**config.mk**
```make
export PLATFORM = sky130hd
export DESIGN_NAME = game_input_ctrl
export DESIGN_NICKNAME = d
export VERILOG_FILES = /design/src/rtl/game_pkg.sv /design/src/rtl/paddle_mover.sv /design/src/rtl/game_input_ctrl.sv
export SDC_FILE = /design/constraint.sdc
export NUM_CORES = 1
export LEC_CHECK = 0
export BUFFER_PORTS_ARGS = -buffer_cell sky130_fd_sc_hd__buf_2
export CELL_PAD_IN_SITES_DETAIL_PLACEMENT = 1
export CELL_PAD_IN_SITES_GLOBAL_PLACEMENT = 2
export CORE_ASPECT_RATIO = 1.4
export CORE_UTILIZATION = 38
export CTS_CLUSTER_SIZE = 28
export DETAILED_ROUTE_END_ITERATION = 8
export PLACE_DENSITY = 0.89
export SKIP_CTS_REPAIR_TIMING = 1
export SLEW_MARGIN = 20
export SYNTH_ARGS = -nofsm -noshare
export SYNTH_HDL_FRONTEND = slang
export SYNTH_SLANG_ARGS = --single-unit
```
**constraint.sdc**
```tcl
create_clock -name clk -period 3.8 [get_ports clk]
set_input_delay 0.76 -clock clk [delete_from_list [all_inputs] [get_ports clk]]
set_output_delay 0.76 -clock clk [all_outputs]
set_load 0.1 [all_outputs]
```
**src/rtl/game_pkg.sv**
```systemverilog
// Shared types and default constants for the player input controller.
package game_pkg;

    // Per-paddle sequencing states: idle, waiting out the hold delay, auto-repeating.
    typedef enum logic [1:0] {
        ST_IDLE   = 2'd0,
        ST_HOLD   = 2'd1,
        ST_REPEAT = 2'd2
    } mover_state_e;

    // Decoded paddle direction; UP moves toward POS_MIN.
    typedef enum logic [1:0] {
        DIR_NONE = 2'd0,
        DIR_UP   = 2'd1,
        DIR_DOWN = 2'd2
    } dir_e;

    localparam int DEF_POS_W      = 10;
    localparam int DEF_POS_MIN    = 0;
    localparam int DEF_POS_MAX    = 400;
    localparam int DEF_POS_INIT   = 200;
    localparam int DEF_STEP       = 4;
    localparam int DEF_TICK_DIV   = 833_333;  // 60 Hz repeat at 50 MHz
    localparam int DEF_HOLD_TICKS = 15;

    // Opposing keys cancel; only a single pressed key gives a direction.
    function automatic dir_e decode_dir(input logic up_key, input logic down_key);
        if (up_key && !down_key)
            return DIR_UP;
        if (down_key && !up_key)
            return DIR_DOWN;
        return DIR_NONE;
    endfunction

endpackage

```
**src/rtl/paddle_mover.sv**
```systemverilog
// One paddle: key decode, press detection, hold/repeat FSM and saturating position.
module paddle_mover
    import game_pkg::*;
#(
    parameter int POS_W      = DEF_POS_W,
    parameter int POS_MIN    = DEF_POS_MIN,
    parameter int POS_MAX    = DEF_POS_MAX,
    parameter int POS_INIT   = DEF_POS_INIT,
    parameter int STEP       = DEF_STEP,
    parameter int HOLD_TICKS = DEF_HOLD_TICKS
) (
    input  logic             clk,
    input  logic             rst,       // async, active low
    input  logic             up_key,
    input  logic             down_key,
    input  logic             tick,
    input  logic             freeze,    // paused now, or a pause edge this cycle
    output logic [POS_W-1:0] pos,
    output logic             move
);

    localparam int PW1 = POS_W + 1;
    localparam int HCW = $clog2(HOLD_TICKS + 1);

    // Arithmetic is done one bit wider so the +STEP / -STEP never wraps.
    localparam logic [PW1-1:0]   MIN_X  = PW1'(POS_MIN);
    localparam logic [PW1-1:0]   MAX_X  = PW1'(POS_MAX);
    localparam logic [PW1-1:0]   STEP_X = PW1'(STEP);
    localparam logic [POS_W-1:0] MIN_P  = POS_W'(POS_MIN);
    localparam logic [POS_W-1:0] MAX_P  = POS_W'(POS_MAX);
    localparam logic [POS_W-1:0] INIT_P = POS_W'(POS_INIT);
    localparam logic [HCW-1:0]   HOLD_N = HCW'(HOLD_TICKS);

    logic               up_d, down_d;
    dir_e               dir, prev_dir;
    logic               new_dir;
    mover_state_e       state, state_nxt;
    logic [HCW-1:0]     hold_cnt, hold_nxt;
    logic               step_en;
    logic [PW1-1:0]     pos_x;
    logic [POS_W-1:0]   pos_nxt;

    // The previous direction is the decode of last cycle's key levels, so it
    // keeps tracking the keys even while the FSM is held idle by pause.
    assign dir      = decode_dir(up_key, down_key);
    assign prev_dir = decode_dir(up_d, down_d);
    assign new_dir  = (dir != DIR_NONE) && (dir != prev_dir);
    assign pos_x    = {1'b0, pos};

    // Key edge-detect registers.
    always_ff @(posedge clk or negedge rst) begin
        if (!rst) begin
            up_d   <= 1'b0;
            down_d <= 1'b0;
        end else begin
            up_d   <= up_key;
            down_d <= down_key;
        end
    end

    // Next state, hold counter and step request. Pause dominates a press, and
    // a fresh direction (including a reversal) dominates the tick.
    always_comb begin
        state_nxt = state;
        hold_nxt  = hold_cnt;
        step_en   = 1'b0;
        if (freeze || dir == DIR_NONE) begin
            state_nxt = ST_IDLE;
            hold_nxt  = '0;
        end else if (new_dir) begin
            state_nxt = ST_HOLD;
            hold_nxt  = '0;
            step_en   = 1'b1;
        end else begin
            case (state)
                ST_HOLD: begin
                    if (tick) begin
                        hold_nxt = hold_cnt + 1'b1;
                        if (hold_nxt == HOLD_N)
                            state_nxt = ST_REPEAT;
                    end
                end
                ST_REPEAT: step_en = tick;
                default: ;
            endcase
        end
    end

    // Saturating step toward the decoded direction; clamps instead of wrapping.
    always_comb begin
        pos_nxt = pos;
        if (dir == DIR_UP)
            pos_nxt = (pos_x < MIN_X + STEP_X) ? MIN_P : POS_W'(pos_x - STEP_X);
        else if (dir == DIR_DOWN)
            pos_nxt = (pos_x + STEP_X > MAX_X) ? MAX_P : POS_W'(pos_x + STEP_X);
    end

    // FSM state and hold counter.
    always_ff @(posedge clk or negedge rst) begin
        if (!rst) begin
            state    <= ST_IDLE;
            hold_cnt <= '0;
        end else begin
            state    <= state_nxt;
            hold_cnt <= hold_nxt;
        end
    end

    // Position register; move pulses only when the value actually changes.
    always_ff @(posedge clk or negedge rst) begin
        if (!rst) begin
            pos  <= INIT_P;
            move <= 1'b0;
        end else begin
            move <= step_en && (pos_nxt != pos);
            if (step_en)
                pos <= pos_nxt;
        end
    end

endmodule

```
**src/rtl/game_input_ctrl.sv**
```systemverilog
// Player input sequencer: repeat-tick prescaler, pause toggle, two paddle movers.
module game_input_ctrl
    import game_pkg::*;
#(
    parameter int POS_W      = DEF_POS_W,
    parameter int POS_MIN    = DEF_POS_MIN,
    parameter int POS_MAX    = DEF_POS_MAX,
    parameter int POS_INIT   = DEF_POS_INIT,
    parameter int STEP       = DEF_STEP,
    parameter int TICK_DIV   = DEF_TICK_DIV,
    parameter int HOLD_TICKS = DEF_HOLD_TICKS
) (
    input  logic             clk,
    input  logic             rst,        // async, active low
    input  logic             w_state,
    input  logic             s_state,
    input  logic             Ua_state,
    input  logic             Da_state,
    input  logic             Pause,
    output logic             paused,
    output logic [POS_W-1:0] left_pos,
    output logic [POS_W-1:0] right_pos,
    output logic             left_move,
    output logic             right_move,
    output logic             tick
);

    localparam int             CW       = $clog2(TICK_DIV);
    localparam logic [CW-1:0]  CNT_LAST = CW'(TICK_DIV - 1);

    logic [CW-1:0] pre_cnt;
    logic          pause_d;
    logic          pause_rise;
    logic          freeze;

    // Tick is decoded from the count so it is low out of reset (count 0).
    assign tick       = (pre_cnt == CNT_LAST);
    assign pause_rise = Pause & ~pause_d;
    // Freezing on the edge itself makes the pause win over a same-cycle press
    // and drops the FSMs to idle on the same edge that sets paused.
    assign freeze     = paused | pause_rise;

    // Free-running prescaler; keeps counting while paused.
    always_ff @(posedge clk or negedge rst) begin
        if (!rst)
            pre_cnt <= '0;
        else if (pre_cnt == CNT_LAST)
            pre_cnt <= '0;
        else
            pre_cnt <= pre_cnt + 1'b1;
    end

    // Pause toggles on each rising edge of the key; releases are ignored.
    always_ff @(posedge clk or negedge rst) begin
        if (!rst) begin
            pause_d <= 1'b0;
            paused  <= 1'b0;
        end else begin
            pause_d <= Pause;
            if (pause_rise)
                paused <= ~paused;
        end
    end

    paddle_mover #(
        .POS_W(POS_W), .POS_MIN(POS_MIN), .POS_MAX(POS_MAX), .POS_INIT(POS_INIT),
        .STEP(STEP), .HOLD_TICKS(HOLD_TICKS)
    ) u_left (
        .clk(clk), .rst(rst), .up_key(w_state), .down_key(s_state),
        .tick(tick), .freeze(freeze), .pos(left_pos), .move(left_move)
    );

    paddle_mover #(
        .POS_W(POS_W), .POS_MIN(POS_MIN), .POS_MAX(POS_MAX), .POS_INIT(POS_INIT),
        .STEP(STEP), .HOLD_TICKS(HOLD_TICKS)
    ) u_right (
        .clk(clk), .rst(rst), .up_key(Ua_state), .down_key(Da_state),
        .tick(tick), .freeze(freeze), .pos(right_pos), .move(right_move)
    );

endmodule

```
* After elaboration in Yosys (flattened, before gate mapping)
Cells that the tools add are included.
** Storage, ports and cells
- Register bits :: 60
- Input bits :: 7
** Operators by class
- Add/subtract/negate cells :: 7
- Order comparisons :: 4
- Equality and inequality tests :: 15
- Muxes and demuxes :: 61
- Bitwise gates (word level) :: 4
- Reduce and logical (&&, ||, !) cells :: 36
** Operator list (number)
- 10-bit 2-to-1 mux :: 8
- 2-bit 2-to-1 mux :: 26
- 4-bit 2-to-1 mux :: 8
- 10-bit by 3-bit adder with 11-bit output (second input constant) :: 2
- 11-bit by 9-bit > comparator with 1-bit output (second input constant) :: 2
- 20-bit by 1-bit adder with 20-bit output (second input constant) :: 1
- 20-bit equality test (second input constant) :: 1
- 10-bit by 3-bit < comparator with 1-bit output (second input constant) :: 2
- 20-bit 2-to-1 mux :: 1
- 10-bit != test :: 2
- 10-bit by 3-bit subtractor with 10-bit output (second input constant) :: 2
- 1-bit 2-to-1 mux :: 18
- 3-bit nonzero test :: 6
- 1-bit logical AND :: 12
- 4-bit by 1-bit adder with 4-bit output (second input constant) :: 2
- 2-bit by 1-bit equality test with 1-bit output (second input constant) :: 4
- 2-bit equality test (second input constant) :: 4
- 4-bit equality test (second input constant) :: 2
- 1-bit logical NOT :: 8
- 3-bit AND reduction :: 2
- 2-bit logical NOT :: 2
- 2-bit != test :: 2
- 2-bit AND reduction :: 2
- 2-bit nonzero test :: 2
- 4 further kinds :: 6

* Depth between registers and ports, before layout
Gate-level depths: netlist (run 1).
- Depth in word-level cells :: 11
- Mapped depth :: 10
- Mapped depth without buffers :: 9

* Hierarchy
A second synthesis (run 1) with hierarchy kept.
** Second synthesis, totals
- Cell total of the unflattened synthesis :: 513
- Area, all modules :: 4480.5 um2
** By module, submodules not included
- paddle_mover :: instances 2, cells each 202, area an instance 1662.8 um2, sequential area each 479.2 um2
- game_input_ctrl :: instances 1, cells each 109, area an instance 1154.9 um2, sequential area each 550.5 um2

* Worst setup path after synthesis (run 1)
No wires, ideal clock.
- Path kind :: reg2reg
- Start :: register u_right.pos[2]
- End :: register u_right.move
- Library setup time :: 129 ps
- Data arrival time :: 3197 ps
- Required time :: 3671 ps
- Slack :: 474 ps
- Cell stages (with the launch flop) :: 11
- Buffers on the path :: 1
- Cells stage by stage :: dfrtp_1 > buf_2 > inv_1 > ha_1 > or4b_4 > or4_4 > a2111oi_2 > a41oi_1 > a21oi_2 > o22ai_1 > o41a_1
** On the way
- Longest elaborated chain between the ends :: 7
** RTL lines
- start: declaration :: line paddle_mover.sv:18 : output logic [POS_W-1:0] pos,
- start signal: assignment :: line paddle_mover.sv:117 : pos <= pos_nxt;
- 10-bit by 3-bit adder with 11-bit output :: line paddle_mover.sv:95 : pos_nxt = (pos_x + STEP_X > MAX_X) ? MAX_P : POS_W'(pos_x + STEP_X);
- 11-bit by 9-bit > comparator with 1-bit output :: line paddle_mover.sv:95
- 10-bit 2-to-1 mux :: line paddle_mover.sv:95
- 10-bit 2-to-1 mux :: line paddle_mover.sv:94 : else if (dir == DIR_DOWN)
- 10-bit 2-to-1 mux :: line paddle_mover.sv:92 : if (dir == DIR_UP)
- 10-bit != test (*) :: line paddle_mover.sv:115 : move <= step_en && (pos_nxt != pos);
- 1-bit logical AND (*) :: line paddle_mover.sv:115
- end signal: assignment :: line paddle_mover.sv:115
- end: declaration :: line paddle_mover.sv:19 : output logic move
Every way passes the cells marked *; elsewhere a longest branch is shown, timed or not.
A chain may end at the register's enable or synchronous reset.

* Final worst setup path (run 1)
- Start :: register pre_cnt[11]
- End :: output tick
** On the way
- Longest elaborated chain between the ends :: 1
** RTL lines
- start: declaration :: line game_input_ctrl.sv:31 : logic [CW-1:0] pre_cnt;
- start signal: assignment :: line game_input_ctrl.sv:50 : pre_cnt <= pre_cnt + 1'b1;
- 20-bit equality test :: line game_input_ctrl.sv:37 : assign tick = (pre_cnt == CNT_LAST);
- end: declaration :: line game_input_ctrl.sv:25 : output logic tick
Every way passes these cells.

==> flow_summary.toml, run 1 <==
[clock_tree]
h-tree-depth = 3
clock-root-buffer = "clkbuf_16"
cts_buffer_depth = 2
clock_latency_ns = 0.33
tritoncts = "done"
clock_sinks = 60
path_clk_slew_ns = 0.05
cts_made_buffers = 9

[route]
wl_per_cell_um = 18.5
drc_errors = 0
viasPerCell = 5.94
drtIter0Drc = 157
routed_wl_mm = 12.0
dr_total_vias = 3869
dr.pass1.iters = 4
ant_nets = 0

[global_routing]
grt_pass1_wl_mm = 20.6
antenna_found_initial = 0
grt_pass1_vias = 4144
grt_util_all_layers_pct = 22.6
grt_max_degree = 61
grt_overflow_total = 0

[floorplan]
fp-row-count = 44
dieWidth_um = 90.4
ios = 31
die_height_um = 126
core_area_um2 = 10500
die_area_um2 = 11400
start_util_pct = 39.5

[synth]
ys_ff_latch = 60
synth_largest_area_cell = "dfrtp_1"
synth_cells = 481
synthArstFlopShare_pct = 100
yosysUniqueCellTypes = 70
yosys.cell_count.top_type = "dfrtp_1"
yosys_warnings = 0
synth_nets = 508
synth_top_area_share_pct = 32.5
synth_edf_count = 0
synth_commonest_cells = "dfrtp_1, nor2_1, nand2_1"
synthTopCellsByArea = "dfrtp_1, ha_1, nor2_1"
avgSynthCellArea_um2 = 8.64
synth.cell_area_um2 = 4160
synthFlopType = "dfrtp_1"
yosysSeqAreaShare_pct = 36.3

[power_and_ir_drop]
finalPower_mw = 3.51
power_per_cell_area_nw_per_um2 = 742
peakVddDrop_mv = 0.374
leakagePower_nw = 1.98

[sta]
maxSlewViolCount = 0
min_period_ns = 3.19
fin_crit_sh_pct = 83.9
max_slew.worst_pin.slew_ns = 0.867
fin_worst_skew_ns = 0.00782
relSlewSlack_pct = 41.7
fin_setup_tns_ns = 0
hold_violations = 0
rsz0062_at_grt = "no"
setup_viol = 0
max_freq_mhz = 314

[place]
io_buffer_count = 30
hpwlAfterDp_mm = 8.87
placed_cell_area_um2 = 4430
place_inst = 635
gp_congestion = 0.933

[critical_path]
r2r-end = "u_right.move"
r2r-start = "u_right.pos[2]"
critPathKind = "reg2out"
r2r_cells = 9
start_kind = "flip-flop"
critPathMaxFanout = 8
crit_arrival_ns = 2.43
critPathCaptureType = "primary output"
cp.required_ns = 3.04
endpoint = "tick"
cp-startpoint = "pre_cnt[11]"
reg2reg_slack_ns = 0.76

[layout]
final_nets = 535
drive_gt1_share_pct = 15.4
antenna_cells = 0
design_area_um2 = 4730
instances_no_fill = 651
area_growth_pct = 13.7

[min_path]
hp-class = "reg2reg"

[run]
drv_cap = 0

[outcome]
status = "finished clean"
final cells by class:
class / instances / area [µm²]
fillers: 1242 / 5790
multi-input cells: 376 / 2450
flip-flops and latches: 60 / 1510
inverters: 23 / 86.3
repair buffers: 38 / 210
clock inverters: 4 / 48.8
clock buffers: 12 / 246
well taps: 138 / 173
cells by family after synthesis:
family | after synthesis | share of synthesized area [%]
xor gates and xnor gates | 31 | 6.53
and+or+nand+nor | 202 | 26.4
buffers and inverters | 45 | 4.66
adders and majority gates | 20 | 6.02
muxes | 5 | 1.20
AOI/OAI and AO/OA | 118 | 18.9
DFF | 60 | 36.3
through the flow:
step           setup slack, ns  util (%)  hold WS [ns]
6_report                 0.611      45.0         0.488
5_1_grt                  0.474      45.0         0.523
4_1_cts                  0.559      45.0         0.492
3_5_place_dp             0.770      42.2         0.477
3_3_place_gp             0.772      42.2         0.466
2_1_floorplan            0.474         -         0.446
critical path: stages, from the launching register on:
cell	delay (ns)
dfrtp_1	0.42
nand4b_1	0.18
or4_1	0.57
nor4_4	0.40
buf_2	0.53
worst min-delay path by stage:
stage | from | slack [ns] | cells after the start | end
final | pre_cnt[0] | 0.49 | 1 | pre_cnt[0]
after global routing | pre_cnt[16] | 0.52 | 1 | pre_cnt[16]
after CTS | pre_cnt[0] | 0.49 | 1 | pre_cnt[0]
after detailed placement | pre_cnt[0] | 0.48 | 1 | pre_cnt[0]
after global placement | pre_cnt[0] | 0.47 | 1 | pre_cnt[0]
after floorplan | pre_cnt[0] | 0.45 | 1 | pre_cnt[0]
state kept, by name, summed over array words and instances (netlist names):
| name | count |
|---|---|
| pre_cnt | 20 |
| u_left.pos | 10 |
| u_right.pos | 10 |
| u_left.hold_cnt | 4 |
| u_right.hold_cnt | 4 |
| u_left.state | 2 |
| u_right.state | 2 |
| pause_d | 1 |
| paused | 1 |
| u_left.down_d | 1 |
| u_left.move | 1 |
| u_left.up_d | 1 |
| u_right.down_d | 1 |
| u_right.move | 1 |
| u_right.up_d | 1 |
routing by layer:
metal | track usage, % | wire length [µm] | part of all wire (%) | up-vias
met5 | 0 | 0 | 0 | -
met3 | 3.56 | 342 | 2.8 | 39
met1 | 25.6 | 4920 | 41 | 1935
met2 | 40.6 | 6240 | 52 | 92
met4 | 12.2 | 534 | 4.4 | 0
li1 | - | - | - | 1803
layout by cell type, fill, tap and decap left out, drive strengths merged, types with 7 or more instances in the layout:
cell    count
dfrtp      54
nor2       53
buf        38
nand2      29
a21oi      28
o21ai      24
inv        23
nand3      21
ha         20
xor2       18
xnor2      13
nand2b     13
nor3       13
o31ai      12
clkbuf     12
a31oi      11
nand4       9
or3         9
or2         8
and3        7
nor4        7
power by group:
group | switching, mW | internal (mW)
Combinational | 1.24 | 0.453
Sequential | 0.247 | 0.752
Clock | 0.294 | 0.524
No activity file was read; power rests on OpenSTA's default activity.
==> inputs of run 2 (changes only) <==
--- a/config.mk
+++ b/config.mk
@@ -9,10 +9,10 @@
 export CELL_PAD_IN_SITES_DETAIL_PLACEMENT = 1
 export CELL_PAD_IN_SITES_GLOBAL_PLACEMENT = 2
 export CORE_ASPECT_RATIO = 1.4
-export CORE_UTILIZATION = 38
+export CORE_UTILIZATION = 34
 export CTS_CLUSTER_SIZE = 28
 export DETAILED_ROUTE_END_ITERATION = 8
-export PLACE_DENSITY = 0.89
+export PLACE_DENSITY = 0.85
 export SKIP_CTS_REPAIR_TIMING = 1
 export SLEW_MARGIN = 20
 export SYNTH_ARGS = -nofsm -noshare
==> constraint.sdc (replaced) <==
create_clock -name clk -period 2.8 [get_ports clk]
set_input_delay 0.56 -clock clk [delete_from_list [all_inputs] [get_ports clk]]
set_output_delay 0.56 -clock clk [all_outputs]
set_load 0.1 [all_outputs]
==> flow_summary.toml, run 2 (same netlist as run 1, synthesis figures left out) <==
[layout]
reg.largest.list = "pre_cnt x20, u_left.pos x10, u_right.pos x10"
final_cell_mix = "nor2_1, dfrtp_1, buf_4"
largest_reg_flops = 20
postLayoutCoreUtil_pct = 42.9
final_nets = 568
area_growth_pct = 22.6
design_area_um2 = 5100
final_common_cell = "nor2_1"
antenna_cells = 0
largest-register = "pre_cnt"
drive_gt1_share_pct = 23.3

[clock_tree]
clock_latency_ns = 0.34
cts_buffer_depth = 2
clock_sinks = 60
path_clk_slew_ns = 0.06
h-tree-depth = 3
cts_made_buffers = 9
clock-root-buffer = "clkbuf_16"
tritoncts = "done"

[sta]
setup_ws_ns = 0.0499
fin_worst_skew_ns = 0.00598
fin_setup_tns_ns = 0
max_slew.worst_pin.slew_ns = 0.539
hold_violations = 0
setup_viol = 0
min_period_ns = 2.75
relSlewSlack_pct = 63.8
fin_crit_sh_pct = 98.2
maxSlewViolCount = 0
max_freq_mhz = 364
rsz0062_at_grt = "yes"

[place]
hpwlAfterDp_mm = 9.14
place_ws_ns = -0.0227
io_buffer_count = 30
placed_cell_area_um2 = 4740
gp_congestion = 0.847

[critical_path]
r2r-end = "u_right.move"
critPathCaptureType = "flip-flop"
crit_arrival_ns = 2.97
r2r_cells = 9
r2r-start = "u_right.pos[2]"
reg2reg_slack_ns = 0.05
critPathKind = "reg2reg"
start_kind = "flip-flop"
critPathMaxFanout = 5
cp.required_ns = 3.02

[global_routing]
grt_max_degree = 41
grt_pass1_wl_mm = 20.5
grt_util_all_layers_pct = 21.1
grt_overflow_total = 0
antenna_found_initial = 0
grt_pass1_vias = 4179

[route]
wl_per_cell_um = 18.1
drc_errors = 0
viasPerCell = 5.70
dr_total_vias = 3947
routed_wl_mm = 12.5
dr.pass1.iters = 5
ant_nets = 0
drtIter0Drc = 163

[power_and_ir_drop]
p_int_mw = 2.49
leakagePower_nw = 2.16
comb_power_share_pct = 52.2
switching_share_pct = 50.1
power_frac_seq_pct = 25.3
p_clk_share_pct = 22.5
power_switching_mw = 2.49
peakVddDrop_mv = 0.529
power_per_cell_area_nw_per_um2 = 978

[run]
drv_cap = 0

[floorplan]
start_util_pct = 35.0
ios = 31
dieWidth_um = 95.5
core_area_um2 = 11900
die_area_um2 = 12700
fp-row-count = 47
die_height_um = 133

[outcome]
status = "finished clean"

[min_path]
hp-class = "in2async"
run 2: cell count changes in the layout (fill, tap and decap cells not counted), sizes merged:
cell	change
buf	+33
clkbuf	-2
clkinv	+1
clkinvlp	+1
run 2: area by class of cell:
class	instances	area, µm²
fill	1438	6780
inverter	23	88.8
clock inverter	6	65.1
clock buffer	10	229
sequential	60	1520
multi-input combinational	376	2520
tap	147	184
timing repair buffer	71	489
run 2: worst max path at each step:
stage,startpoint,end,slack (ns)
6_report,u_right.pos[2],u_right.move,0.05
5_1_grt,u_right.pos[2],u_right.move,-0.03
4_1_cts,u_right.pos[2],u_right.move,-0.03
3_5_place_dp,u_right.pos[2],u_right.move,-0.02
3_3_place_gp,u_right.pos[2],u_right.move,0.03
2_1_floorplan,u_right.pos[2],u_right.move,-0.19
run 2: power by group through the flow:
stage / sequential, mW / combinational, mW / clock [mW]
2_1_floorplan: 2.00 / 1.18 / 0
5_1_grt: 1.28 / 2.77 / 1.19
3_3_place_gp: 1.27 / 2.51 / 0
4_1_cts: 1.25 / 2.56 / 1.15
6_report: 1.26 / 2.60 / 1.12
3_5_place_dp: 1.27 / 2.54 / 0
run 2: layer usage:
metal | wire length (µm) | GRT usage [%] | share of wire [%] | vias to the layer above
li1 | - | - | - | 1866
met1 | 5070 | 23.2 | 40 | 1975
met2 | 6820 | 38.2 | 54 | 76
met3 | 361 | 4.37 | 2.9 | 30
met4 | 299 | 8.62 | 2.4 | 0
met5 | 0 | 0 | 0 | -
run 2: stage by stage:
step,hold WS [ns],total power [mW],instances
detailed placement,0.491,3.81,674
global placement,0.466,3.78,674
CTS,0.219,4.96,690
finish,0.201,4.98,693
floorplan,0.264,3.17,481
global route,0.238,5.24,693
run 2: worst max-delay path, cell delays in order, from the launching register on:
cell and delay (ns):
dfrtp_4 0.50, inv_4 0.07, ha_4 0.13, or4b_4 0.49, or4_4 0.46, a2111oi_4 0.37
a41oi_2 0.07, a21oi_2 0.14, o22ai_1 0.09, o41a_1 0.32
